`config.mk`:
```
export PLATFORM = sky130hd
export DESIGN_NAME = xy_display_scanner
export DESIGN_NICKNAME = d
export VERILOG_FILES = /design/src/rtl/display_pkg.sv /design/src/rtl/hex_to_7seg.sv /design/src/rtl/xy_display_scanner.sv
export SDC_FILE = /design/constraint.sdc
export NUM_CORES = 1
export LEC_CHECK = 0
export BUFFER_PORTS_ARGS = -buffer_cell sky130_fd_sc_hd__buf_2
export CELL_PAD_IN_SITES_DETAIL_PLACEMENT = 0
export CELL_PAD_IN_SITES_GLOBAL_PLACEMENT = 1
export CORE_MARGIN = 3
export CORE_UTILIZATION = 42
export DETAILED_ROUTE_END_ITERATION = 10
export GPL_TIMING_DRIVEN = 0
export PLACE_DENSITY_LB_ADDON = 0.1
export SLEW_MARGIN = 25
export SYNTH_ARGS = -nofsm -noshare
export SYNTH_HDL_FRONTEND = slang
export SYNTH_HIERARCHICAL = 1
export SYNTH_SLANG_ARGS = --single-unit
export TNS_END_PERCENT = 100
```
`constraint.sdc`:
```
create_clock -name Clk -period 2.5 [get_ports Clk]
set_input_delay 0.75 -clock Clk [delete_from_list [all_inputs] [get_ports Clk]]
set_output_delay 0.75 -clock Clk [all_outputs]
set_load 0.01 [all_outputs]
```
`src/rtl/display_pkg.sv`:
```
// Shared constants and types for the X/Y seven-segment display scanner.
// Segment codes are active-low {g,f,e,d,c,b,a}.
package display_pkg;

  localparam int unsigned NUM_DIGITS = 8;

  localparam logic [6:0] SEG_0 = 7'h40;
  localparam logic [6:0] SEG_1 = 7'h79;
  localparam logic [6:0] SEG_2 = 7'h24;
  localparam logic [6:0] SEG_3 = 7'h30;
  localparam logic [6:0] SEG_4 = 7'h19;
  localparam logic [6:0] SEG_5 = 7'h12;
  localparam logic [6:0] SEG_6 = 7'h02;
  localparam logic [6:0] SEG_7 = 7'h78;
  localparam logic [6:0] SEG_8 = 7'h00;
  localparam logic [6:0] SEG_9 = 7'h10;
  localparam logic [6:0] SEG_A = 7'h08;
  localparam logic [6:0] SEG_B = 7'h03;
  localparam logic [6:0] SEG_C = 7'h46;
  localparam logic [6:0] SEG_D = 7'h21;
  localparam logic [6:0] SEG_E = 7'h06;
  localparam logic [6:0] SEG_F = 7'h0E;

  localparam logic [6:0] SEG_BLANK = 7'h7F;
  localparam logic [7:0] AN_OFF    = 8'hFF;

  typedef enum logic [0:0] {
    StXPage = 1'b0,
    StYPage = 1'b1
  } page_e;

endpackage

```
`src/rtl/hex_to_7seg.sv`:
```
// Combinational hex nibble to active-low seven-segment decoder.
module hex_to_7seg
  import display_pkg::*;
(
  input  logic [3:0] nibble_i,
  output logic [6:0] seg_o
);

  always_comb begin
    seg_o = SEG_BLANK;
    case (nibble_i)
      4'h0: seg_o = SEG_0;
      4'h1: seg_o = SEG_1;
      4'h2: seg_o = SEG_2;
      4'h3: seg_o = SEG_3;
      4'h4: seg_o = SEG_4;
      4'h5: seg_o = SEG_5;
      4'h6: seg_o = SEG_6;
      4'h7: seg_o = SEG_7;
      4'h8: seg_o = SEG_8;
      4'h9: seg_o = SEG_9;
      4'hA: seg_o = SEG_A;
      4'hB: seg_o = SEG_B;
      4'hC: seg_o = SEG_C;
      4'hD: seg_o = SEG_D;
      4'hE: seg_o = SEG_E;
      4'hF: seg_o = SEG_F;
      default: seg_o = SEG_BLANK;
    endcase
  end

endmodule

```
`src/rtl/xy_display_scanner.sv`:
```
// Multiplexed 8-digit hex display alternating pages between the X and Y result buses.
// Each value is snapshotted at frame boundaries so a frame never shows mixed digits.
module xy_display_scanner
  import display_pkg::*;
#(
  parameter int unsigned REFRESH_DIV = 100000,
  parameter int unsigned PAGE_FRAMES = 200
) (
  input  logic        Clk,
  input  logic        Reset,
  input  logic [31:0] X,
  input  logic [31:0] Y,
  input  logic        Freeze,
  output logic [7:0]  An,
  output logic [6:0]  Seg,
  output logic        Dp,
  output logic        PageY
);

  localparam int unsigned DivW = (REFRESH_DIV > 1) ? $clog2(REFRESH_DIV) : 1;
  localparam int unsigned FrmW = (PAGE_FRAMES > 1) ? $clog2(PAGE_FRAMES) : 1;
  localparam logic [DivW-1:0] DivLast   = DivW'(REFRESH_DIV - 1);
  localparam logic [FrmW-1:0] FrmLast   = FrmW'(PAGE_FRAMES - 1);
  localparam logic [2:0]      DigitLast = 3'(NUM_DIGITS - 1);

  logic [DivW-1:0] div_q, div_d;
  logic [2:0]      digit_q, digit_d;
  logic [FrmW-1:0] frame_q, frame_d;
  page_e           page_q, page_d;
  logic [31:0]     shadow_q, shadow_d;
  logic [7:0]      an_q, an_d;
  logic [6:0]      seg_q, seg_d;
  logic            dp_q, dp_d;
  logic            page_y_q, page_y_d;

  logic       digit_tick;
  logic       frame_end;
  logic       page_done;
  logic       page_is_y;
  logic [3:0] nibble;
  logic [6:0] seg_code;

  assign digit_tick = (div_q == DivLast);
  assign frame_end  = digit_tick && (digit_q == DigitLast);
  assign page_done  = (frame_q == FrmLast);

  // Page FSM: state register
  always_ff @(posedge Clk) begin
    if (Reset) begin
      page_q <= StXPage;
    end else begin
      page_q <= page_d;
    end
  end

  // Page FSM: next state; Freeze only matters once the page has run its full length
  always_comb begin
    page_d = page_q;
    if (frame_end && page_done && !Freeze) begin
      unique case (page_q)
        StXPage: page_d = StYPage;
        StYPage: page_d = StXPage;
        default: page_d = StXPage;
      endcase
    end
  end

  // Page FSM: outputs
  always_comb begin
    page_is_y = (page_q == StYPage);
  end

  always_comb begin
    div_d    = digit_tick ? '0 : div_q + 1'b1;
    digit_d  = digit_tick ? digit_q + 1'b1 : digit_q;
    frame_d  = frame_q;
    shadow_d = shadow_q;
    if (frame_end) begin
      if (page_done) begin
        // Holding at the last frame lets the page flip at the first boundary after unfreeze.
        frame_d = Freeze ? frame_q : '0;
      end else begin
        frame_d = frame_q + 1'b1;
      end
      shadow_d = (page_d == StYPage) ? Y : X;
    end
  end

  assign nibble = shadow_q[{digit_q, 2'b00} +: 4];

  hex_to_7seg u_hex_to_7seg (
    .nibble_i (nibble),
    .seg_o    (seg_code)
  );

  always_comb begin
    an_d     = ~(8'b1 << digit_q);
    seg_d    = seg_code;
    dp_d     = ~(page_is_y && (digit_q == DigitLast));
    page_y_d = page_is_y;
  end

  always_ff @(posedge Clk) begin
    if (Reset) begin
      div_q    <= '0;
      digit_q  <= '0;
      frame_q  <= '0;
      shadow_q <= '0;
      an_q     <= AN_OFF;
      seg_q    <= SEG_BLANK;
      dp_q     <= 1'b1;
      page_y_q <= 1'b0;
    end else begin
      div_q    <= div_d;
      digit_q  <= digit_d;
      frame_q  <= frame_d;
      shadow_q <= shadow_d;
      an_q     <= an_d;
      seg_q    <= seg_d;
      dp_q     <= dp_d;
      page_y_q <= page_y_d;
    end
  end

  assign An    = an_q;
  assign Seg   = seg_q;
  assign Dp    = dp_q;
  assign PageY = page_y_q;

endmodule

```
==> results of run 1 <==
-- registers in the layout, summed over array words and instances (netlist names) --
register	flops
PageY	1
shadow_q	32
An	8
page_is_y	1
Seg	7
Dp	1
div_q	17
digit_q	3
frame_q	8
-- cell type report --
type | count | area (µm²)
Timing Repair Buffer | 87 | 445.4
Fill cell | 1061 | 5223
Clock buffer | 13 | 270.3
Inverter | 11 | 41.29
Buffer | 53 | 281.5
Tap cell | 140 | 175.2
Sequential cell | 78 | 1563
Multi-Input combinational cell | 428 | 3014
Clock inverter | 3 | 65.06
-- cells in the final DEF, fill, tap and decap left out, drive strengths merged, types with 2 or more instances in the layout --
cell	synthesis	routed
or3	6	6
o211ai	2	2
a211oi	34	34
nor2b	5	5
nor2	23	23
mux2i	2	2
o22ai	2	2
a311oi	33	33
nor3	2	2
o21a	2	2
bufinv	0	2
nand2b	68	68
and3	6	6
nand4	9	9
dfxtp	78	78
nor4bb	3	3
and2	3	3
a31oi	3	3
nor4	5	5
nand4bb	2	2
o21ai	9	9
a21oi	42	42
and4	3	3
xnor2	5	5
nand2	64	64
inv	11	11
mux4	8	8
mux2	3	3
o31ai	3	3
clkbuf	21	33
ha	15	15
o2bb2ai	33	33
buf	32	120
or2	8	8
nand3	10	10
xor2	7	7
-- logic make-up (layout without fill, tap and decap cells) --
group           count (synthesis)  in the layout  synth area share
simple gates                  221            221            0.2607
compound gates                167            167            0.2488
flops                          78             78            0.3202
buf+inv                        64            167           0.06234
fa+ha+maj                      15             15           0.03848
mux                            13             13           0.04797
xor+xnor                       12             12           0.02155
-- power breakdown --
group	internal, mW	switching (mW)	leakage, nW
registers	1.25	0.00551	0.632
logic	0.0875	0.0960	1.38
clock network	0.954	0.483	0.166
total	2.29	0.584	2.18
-- path summary, 6_finish.rpt --
check | end | slack, ns | startpoint
worst max-delay path | Seg[3] | 0.14 | digit_q[0]
worst max register to register | Seg[3] | 0.14 | digit_q[0]
worst min-delay path | shadow_q[1] | 0.46 | shadow_q[1]
worst min register to register | shadow_q[1] | 0.46 | shadow_q[1]
-- routing by layer --
metal / routed length, µm / vias to the layer above / global-route usage
met4: 68 / 0 / 0.02804
met2: 6059 / 106 / 0.3322
li1: - / 2300 / -
met5: 0 / - / 0
met1: 6327 / 2155 / 0.2870
met3: 693 / 12 / 0.04403
-- through the flow --
stage / TNS [ns] / area, µm² / hold slack (ns) / utilization / worst slack [ns]
CTS: 0 / 5811 / 0.4624 / 0.5245 / 0.006428
global placement: -0.3360 / 5468 / 0.4404 / 0.4936 / -0.1695
detailed placement: -0.4805 / 5468 / 0.4437 / 0.4936 / -0.1873
floorplan: 0 / 4877 / 0.4271 / - / 0.1505
global route: 0 / 5856 / 0.4770 / 0.5286 / 0.007655
finish: 0 / 5856 / 0.4634 / 0.5286 / 0.1397
-- critical path, cell delays in order, from the launching register on --
cell	delay (ns)
dfxtp_2	0.37
buf_12	0.15
mux4_2	0.55
nand2_1	0.10
nand2_2	0.10
ha_1	0.21
or2_2	0.28
a21oi_1	0.15
a31oi_1	0.05
or2_2	0.27
-- timing repair --
item                                    in CTS  in global routing
endpoints found under the setup margin       6                  6
pin swaps                                    0                  0
setup buffers                                0                  4
endpoints found under the hold margin        0                  0
resized for setup                            3                  7
==> run metrics, run 1 <==
vias in the first global route 4379; number of distinct library cells after synthesis 57; Critical Path Start Type register; Vias/cell about 5.6; crit path max fanout 9; die area ~13000 µm²; Arrival @ worst endpoint around 2.6 ns; final cell count without fillers 813; Root Driver clkbuf_16; Post-synth EDFFs 0; DP Cell Count roughly 790; cts bufs inserted 9; top_reg_cell synth dfxtp_1; H-tree depth 3; Clock transition at path regs 0.06 ns; starting density of the core 0.4403; Remaining Overflow, GRT 0; FF+latch count, synth 78; DRC 0; Total Routing Usage GR 0.2046; Die X between 100 and 150 µm; Leakage Power around 2.2 nW; average routed wire per standard cell around 16 µm; # Max-Cap Violations 0; Worst Hold Class register to register; clock sink count 78; Design Power approximately 2.9 mW; Tcrit/Tclk final 0.9441; Slew HR 0.6436; Synth area leaders dfxtp_1 (32%), nand2b_1 (8.7%), a311oi_1 (5.9%); Final ANT Viol Nets 0; Layout Skew about 0.0043 ns; global-route wire length before repair ~22000 µm; RePlAce Congestion ~0.82; Detailed Place HPWL around 9800 µm; Syn Area/Cell about 8.6 µm²; fin crit period 2.360 ns; Post-Syn Nets roughly 650; Setup CP Type register to register; FF-to-FF path depth 9; pwr dens slightly below 500 nW/µm²; Final Max Tran Viols 0; top-area cell type share of the netlist area 0.3202; std cell rows 38; num ports 84; Die H between 100 and 150 µm; pin count of the biggest net entering global routing 13; hold depth 1; initial antenna violation count 0; Clock Latency Late Sink around 0.33 ns; via count 4573; Synth area leader dfxtp_1; RSZ-0062 raised after global routing no; maximum clock rate 423.7 MHz; ANT cells 0; outcome finished clean; Final nets between 700 and 800; most frequent cell after synthesis dfxtp_1; Synth Instances 570; Hold Fails Final Rpt 0; cts-stage hold buffer count 0; ys async rst share 0; Post-Syn Area about 5000 µm²; top cells by count, synth dfxtp_1 (78), nand2b_1 (68), nand2_1 (63); measured slew at the worst slew-check pin 0.5346 ns; synth-to-layout area growth 20.06%; 1st-pass router iterations 5; layout cell share with drive strength beyond 1 0.2481; IO Port Bufs 83; final setup violation count 0; Core Region 11080 µm²; sequential fraction of the synthesis area 0.3202; Ys Warns 6; clk buf depth 2; maximum VDD drop 0.3494 mV; Routed Wire Length about 13000 µm; First DRT Iteration DRCs roughly 380; CP endpoint kind register; CTS tree done; WP data required about 2.7 ns
(Power assumes the default switching activity.)
==> run 2: changes to the inputs <==
--- a/config.mk
+++ b/config.mk
@@ -9,13 +9,12 @@
 export CELL_PAD_IN_SITES_DETAIL_PLACEMENT = 0
 export CELL_PAD_IN_SITES_GLOBAL_PLACEMENT = 1
 export CORE_MARGIN = 3
-export CORE_UTILIZATION = 42
+export CORE_UTILIZATION = 41
 export DETAILED_ROUTE_END_ITERATION = 10
 export GPL_TIMING_DRIVEN = 0
 export PLACE_DENSITY_LB_ADDON = 0.1
 export SLEW_MARGIN = 25
 export SYNTH_ARGS = -nofsm -noshare
 export SYNTH_HDL_FRONTEND = slang
-export SYNTH_HIERARCHICAL = 1
 export SYNTH_SLANG_ARGS = --single-unit
 export TNS_END_PERCENT = 100
==> run 2 against run 1 <==
Against the previous run:
- power shrank 23%
- sequential cell count is the same
- synthesized area is 23% lower
- synthesized cell count fell by 30%
- largest cell class unchanged
==> run metrics, run 2 <==
# fillers 865 (-18%); sequential cell area 1565 µm² (+0.16%); setup_tns 0 ns (unchanged); Arrival @ worst endpoint 2.58 ns (about the same); CP cell instances buf_6, mux4_2, mux2_2, inv_1, ha_1, o21ai_0, o21a_1, o221ai_1; top-area cell type share of the netlist area 0.4159 (+0.09570); Remaining Overflow, GRT 0 (unchanged); fin crit period 2.372 ns (+0.01182 ns); final setup violation count 0 (unchanged); worst setup margin 0.1279 ns (-0.01182 ns); std cell rows 34 (-11%); measured slew at the worst slew-check pin 0.6037 ns (+0.06913 ns); Largest register FFs 32 (unchanged); Syn Area/Cell 9.458 µm² (+11%); Placement Cell Area 4300 µm² (-21%); Final Max Tran Viols 0 (unchanged); largest registers shadow_q: 32 flops, div_q: 17 flops; CP max stage delay 0.54 ns (about the same); cts-stage hold buffer count 0 (unchanged); maximum VDD drop 0.2896 mV (-17%); ANT cells 0 (unchanged); Synth Area in Compound Gates 0.1220 (-0.1269); Layout Skew 0.008472 ns (+0.004177 ns); IO Port Bufs 82 (-1.2%); 1st-pass router iterations 4 (-1); Largest Register shadow_q; most frequent cells in the layout buf_2 (86), dfxtp_1 (77), nor2_1 (66); Leakage Power 1.936 nW (-11%); FF+latch count, synth 78 (unchanged); Worst Hold Class register to register; main combinational cell family by area after synthesis simple AND/OR/NAND/NOR gates; area of the multi-input gates 2038 µm² (-32%); H-tree depth 3 (unchanged); simple-gate portion of the synthesized area 0.1753 (-0.08537); Routed Wire Length 8782 µm (-33%); Critical Path Start Type register; CTS tree done; Tcrit/Tclk final 0.9488 (+0.004729); First DRT Iteration DRCs 84 (-78%); Slew HR 0.5860 (-0.05760); WP data required 2.70 ns (-0.02 ns); number of buffers and inverters on the critical path 2 (+1); vias in the first global route 3007 (-31%); Die H 101.7 µm (-11%); clock sink count 78 (unchanged); Clock transition at path regs 0.08 ns (+0.02 ns); Hold Fails Final Rpt 0 (unchanged); Synth Instances 397 (-30%); Root Driver clkbuf_8; global-route wire length before repair 14510 µm (-33%); clk buf depth 2 (unchanged); top_reg_cell synth dfxtp_1; Detailed Place HPWL 6510 µm (-34%); Setup CP Type register to register; Die X 101.7 µm (-11%); Synth area leader dfxtp_1; initial antenna violation count 0 (unchanged); top cells by count, synth dfxtp_1 (78), nor2_1 (66), mux2i_1 (39); cts bufs inserted 9 (unchanged); Critical-path top delay cell mux4_2; Post-Synth Adder-Cell Area 0.04665 (+0.008170); Ys Warns 0 (-6); sequential fraction of the synthesis area 0.4159 (+0.09570); worst slack, placed -0.09578 ns (+0.09155 ns); maximum clock rate 421.6 MHz (-0.50%); Post-Syn Nets 478 (-27%); starting density of the core 0.4264 (-0.01385); Total Routing Usage GR 0.1782 (-0.02640); CP endpoint kind register; num ports 84 (unchanged); Crit path max-delay family multiplexers; Post-Synth XOR/XNOR Area 0.04399 (+0.02244); Synth area leaders dfxtp_1 (42%), mux2i_1 (10%), a211oi_1 (6.6%); mux share of post-synthesis cell area 0.1519 (+0.1040); Post-Layout Inst Area 4487 µm² (-23%); DRC 0 (unchanged); Core Region 8806 µm² (-21%); pwr dens 492.6 nW/µm² (+0.20%); RePlAce Congestion 0.7954 (-2.7%); number of distinct library cells after synthesis 45 (-21%); Post-synth EDFFs 0 (unchanged); commonest non-fill, non-tap cell in the layout buf_2; Final nets 571 (-24%); via count 3141 (-31%); most frequent cell after synthesis dfxtp_1; outcome finished clean; crit path max fanout 10 (+1); # Max-Cap Violations 0 (unchanged); die area 10340 µm² (-20%); Post-Syn Area 3755 µm² (-23%); synth-to-layout area growth 19.49%; pin count of the biggest net entering global routing 13 (unchanged); Clock Latency Late Sink 0.34 ns (about the same); RSZ-0062 raised after global routing no; Vias/cell 5.209 (-7.4%); ys async rst share 0 (unchanged); Final ANT Viol Nets 0 (unchanged); average routed wire per standard cell 14.56 µm (-10%); layout cell share with drive strength beyond 1 0.2444 (-0.003698)
## run 2: changes by cell type after synthesis, moves of 29 or more
cell	before	now
a21oi_1	40	11
a311oi_1	33	0
mux2i_1	2	39
nand2_1	63	19
nand2b_1	68	1
nor2_1	23	66
o2bb2ai_1	33	0
## run 2: worst paths after layout
path	startpoint	endpoint	slack [ns]	depth (start not counted)
max	digit_q[0]	Seg[1]	0.13	8
min	div_q[0]	div_q[0]	0.45	1
min reg2reg	div_q[0]	div_q[0]	0.45	1
max reg2reg	digit_q[0]	Seg[1]	0.13	8
## run 2: repair_timing
item                                    CTS  global route
setup buffers                             0             0
resized for setup                         1             3
endpoints found under the setup margin    2             8
## run 2: area by class of cell
type,instances,share of cell area
flip-flops and latches,78,0.3489
well taps,108,0.03012
plain buffers,23,0.02789
multi-input cells,284,0.4543
clock inverters,4,0.005020
inverters,12,0.01004
repair buffers,82,0.09147
clock buffers,12,0.03235
## run 2: per-layer routing
metal  wire, µm  vias up  part of all wire  global-route usage
li1           -     1598                 -                   -
met1       4274     1463              0.49              0.2446
met2       3978       75              0.45              0.2802
met3        450        5             0.051             0.04821
met4         78        0            0.0089             0.04294
met5          0        -                 0                   0
## run 2: kinds of logic after synthesis
kind of cell,after synthesis
AOI/OAI and AO/OA,68
buffers and inverters,35
adders and majority gates,14
xor gates and xnor gates,18
and+or+nand+nor,135
DFF,78
muxes,49
## run 2: through the flow
stage	util	instances	power [mW]	hold slack [ns]
after floorplan	-	397	1.332	0.4129
after CTS	0.5075	603	2.245	0.4490
after global placement	0.4883	587	1.402	0.4228
final	0.5095	603	2.210	0.4456
after detailed placement	0.4883	587	1.404	0.4341
after global routing	0.5095	603	2.298	0.4926
## run 2: report_power, final
| part | total, mW | switching (mW) | internal, mW |
|---|---|---|---|
| clock network | 0.838 | 0.454 | 0.384 |
| logic | 0.118 | 0.0582 | 0.0601 |
| registers | 1.25 | 0.00399 | 1.25 |
==> run 3: changes to the inputs <==
--- a/config.mk
+++ b/config.mk
@@ -10,6 +10,7 @@
 export CELL_PAD_IN_SITES_GLOBAL_PLACEMENT = 1
 export CORE_MARGIN = 3
 export CORE_UTILIZATION = 41
+export CTS_BUF_LIST = sky130_fd_sc_hd__clkbuf_16
 export DETAILED_ROUTE_END_ITERATION = 10
 export GPL_TIMING_DRIVEN = 0
 export PLACE_DENSITY_LB_ADDON = 0.1
==> run 3 against run 2 <==
Against the previous run:
- sequential share of layout area shrank 0.70 points
- power up 14%
- global-route usage rose by 0.072 points
- register-to-register slack got worse by 0.02 ns
- count of clock-buffer cells in the layout shrank 3
- critical endpoint unchanged
- largest cell class unchanged
- largest power group unchanged
- highest routed layer unchanged
==> run metrics, run 3 (synthesized netlist as in run 2, its figures left out) <==
Final Max Tran Viols 0 (unchanged); maximum clock rate 418.7 MHz (-0.67%); switching share of power 0.2202 (-0.01339); cts bufs inserted 9 (unchanged); Hold Fails Final Rpt 0 (unchanged); Setup CP Type register to register; # fillers 856 (-1.0%); most frequent cells in the layout buf_2 (86), dfxtp_1 (77), nor2_1 (66); largest registers shadow_q: 32 flops, div_q: 17 flops; Vias/cell 5.224 (+0.29%); starting density of the core 0.4264 (unchanged); Routed Wire Length 8794 µm (+0.14%); Reg power frac 0.498 (-0.069); Placement Cell Area 4300 µm² (unchanged); IO Port Bufs 82 (unchanged); P_sw 0.5556 mW (+7.6%); setup_tns 0 ns (unchanged); initial antenna violation count 0 (unchanged); Core Region 8806 µm² (unchanged); Detailed Place HPWL 6510 µm (unchanged); Root Driver clkbuf_16; FF-to-FF path depth 8 (unchanged); Final nets 571 (unchanged); Remaining Overflow, GRT 0 (unchanged); die area 10340 µm² (unchanged); layout cell share with drive strength beyond 1 0.2424 (-0.002020); number of buffers and inverters on the critical path 2 (unchanged); Critical Path Start Type register; Die X 101.7 µm (unchanged); Reg2Reg Launch Point digit_q[0]; Reg2Reg Setup Slack 0.11 ns (-0.02 ns); commonest non-fill, non-tap cell in the layout buf_2; combinational share of power 0.047 (-0.007); maximum VDD drop 0.3214 mV (+11%); synth-to-layout area growth 21.93%; DP Cell Count 587 (unchanged); # Max-Cap Violations 0 (unchanged); crit path max fanout 10 (unchanged); Largest register FFs 32 (unchanged); Internal 1.968 mW (+16%); via count 3150 (+0.29%); Worst R2R End Seg[1]; outcome finished clean; 1st-pass router iterations 4 (unchanged); WP data required 2.68 ns (-0.02 ns); global-route wire length before repair 14640 µm (+0.90%); num ports 84 (unchanged); pin count of the biggest net entering global routing 13 (unchanged); worst setup path start digit_q[0]; vias in the first global route 3041 (+1.1%); pwr dens 551.2 nW/µm² (+12%); setup repair bufs after CTS 0 (unchanged); CP endpoint kind register; Crit path max-delay family multiplexers; clk buf depth 2 (unchanged); Die H 101.7 µm (unchanged); Design Power 2.524 mW (+14%); Critical-path top delay cell mux4_2; average routed wire per standard cell 14.58 µm (+0.14%); crit path capture Seg[1]; RePlAce Congestion 0.7954 (unchanged); First DRT Iteration DRCs 88 (+4.8%); RSZ-0062 raised after global routing no; Total Routing Usage GR 0.1789 (+0.0007175); Layout Skew 0.006100 ns (-0.002372 ns); clock sink count 78 (unchanged); std cell rows 34 (unchanged); Arrival @ worst endpoint 2.56 ns (-0.02 ns); Clock transition at path regs 0.06 ns (-0.02 ns); final cell count without fillers 603 (unchanged); Final ANT Viol Nets 0 (unchanged); Slew HR 0.5725 (-0.01355); Tcrit/Tclk final 0.9552 (+0.006399); measured slew at the worst slew-check pin 0.6235 ns (+0.01975 ns); Largest Register shadow_q; CP max stage delay 0.55 ns (about the same); ANT cells 0 (unchanged); Fin Hold WS 0.4429 ns (-0.002690 ns); final setup violation count 0 (unchanged); fin crit period 2.388 ns (+0.01600 ns); Leakage Power 1.985 nW (+2.5%); Clock Latency Late Sink 0.32 ns (-0.02 ns); CTS tree done; DRC 0 (unchanged); CP cell instances buf_6, mux4_2, mux2_2, inv_1, ha_1, o21ai_0, o21a_1, o221ai_1; clock share of power 0.455 (+0.076); H-tree depth 3 (unchanged); Worst path depth 8 (unchanged); Worst Hold Class register to register; Post-Layout Inst Area 4578 µm² (+2.0%)
## run 3: changes by cell type in the layout (fill, tap and decap cells not counted), sizes merged
cell,delta
clkinv,+1
clkbuf,-3
inv,+2
## run 3: worst min path at each step
stage / cells after the start / slack (ns) / endpoint / from
after global placement: 1 / 0.42 / div_q[0] / div_q[0]
after CTS: 1 / 0.45 / div_q[0] / div_q[0]
after global routing: 1 / 0.49 / div_q[0] / div_q[0]
after floorplan: 1 / 0.41 / div_q[0] / div_q[0]
final: 1 / 0.44 / div_q[0] / div_q[0]
after detailed placement: 1 / 0.43 / div_q[0] / div_q[0]
## run 3: per-layer routing
layer | part of all wire | track usage | vias to the layer above
met5 | 0 | 0 | -
met4 | 0.0093 | 0.04601 | 0
met3 | 0.044 | 0.03994 | 7
met2 | 0.45 | 0.2867 | 78
met1 | 0.49 | 0.2450 | 1461
li1 | - | - | 1604
## run 3: timing repair
item	in CTS	in global routing
hold buffers	0	0
pin swaps	0	0
resized for setup	1	3
endpoints found under the hold margin	0	0
setup endpoints to repair	2	8
## run 3: area by class of cell
class	instances	area [µm²]	area share
Buffer	23	125.1	0.02733
Clock buffer	9	225.2	0.04919
Clock inverter	7	33.78	0.007379
Inverter	12	45.04	0.009839
Multi-Input combinational cell	284	2038	0.4452
Sequential cell	78	1565	0.3419
Tap cell	108	135.1	0.02952
Timing Repair Buffer	82	410.4	0.08964
## run 3: worst register-to-register path, cell delays in order (launching register included)
cell      delay, ns
dfxtp_4        0.39
buf_6          0.19
mux4_2         0.55
mux2_2         0.35
inv_1          0.15
ha_1           0.24
o21ai_0        0.11
o21a_1         0.16
o221ai_1       0.11
## run 3: power groups by stage
stage          clock network, mW  registers, mW  logic (mW)
4_1_cts                     1.17           1.26       0.120
6_report                    1.15           1.26       0.119
3_3_place_gp                   0           1.28       0.118
3_5_place_dp                   0           1.28       0.119
2_1_floorplan                  0           1.29      0.0445
5_1_grt                     1.23           1.26       0.133
## run 3: per-stage QoR
stage | utilization | setup slack (ns)
after floorplan | - | 0.2655
after detailed placement | 0.4883 | -0.09578
after CTS | 0.5179 | 0.01099
final | 0.5199 | 0.1119
after global routing | 0.5199 | 0.01646
after global placement | 0.4883 | -0.08264
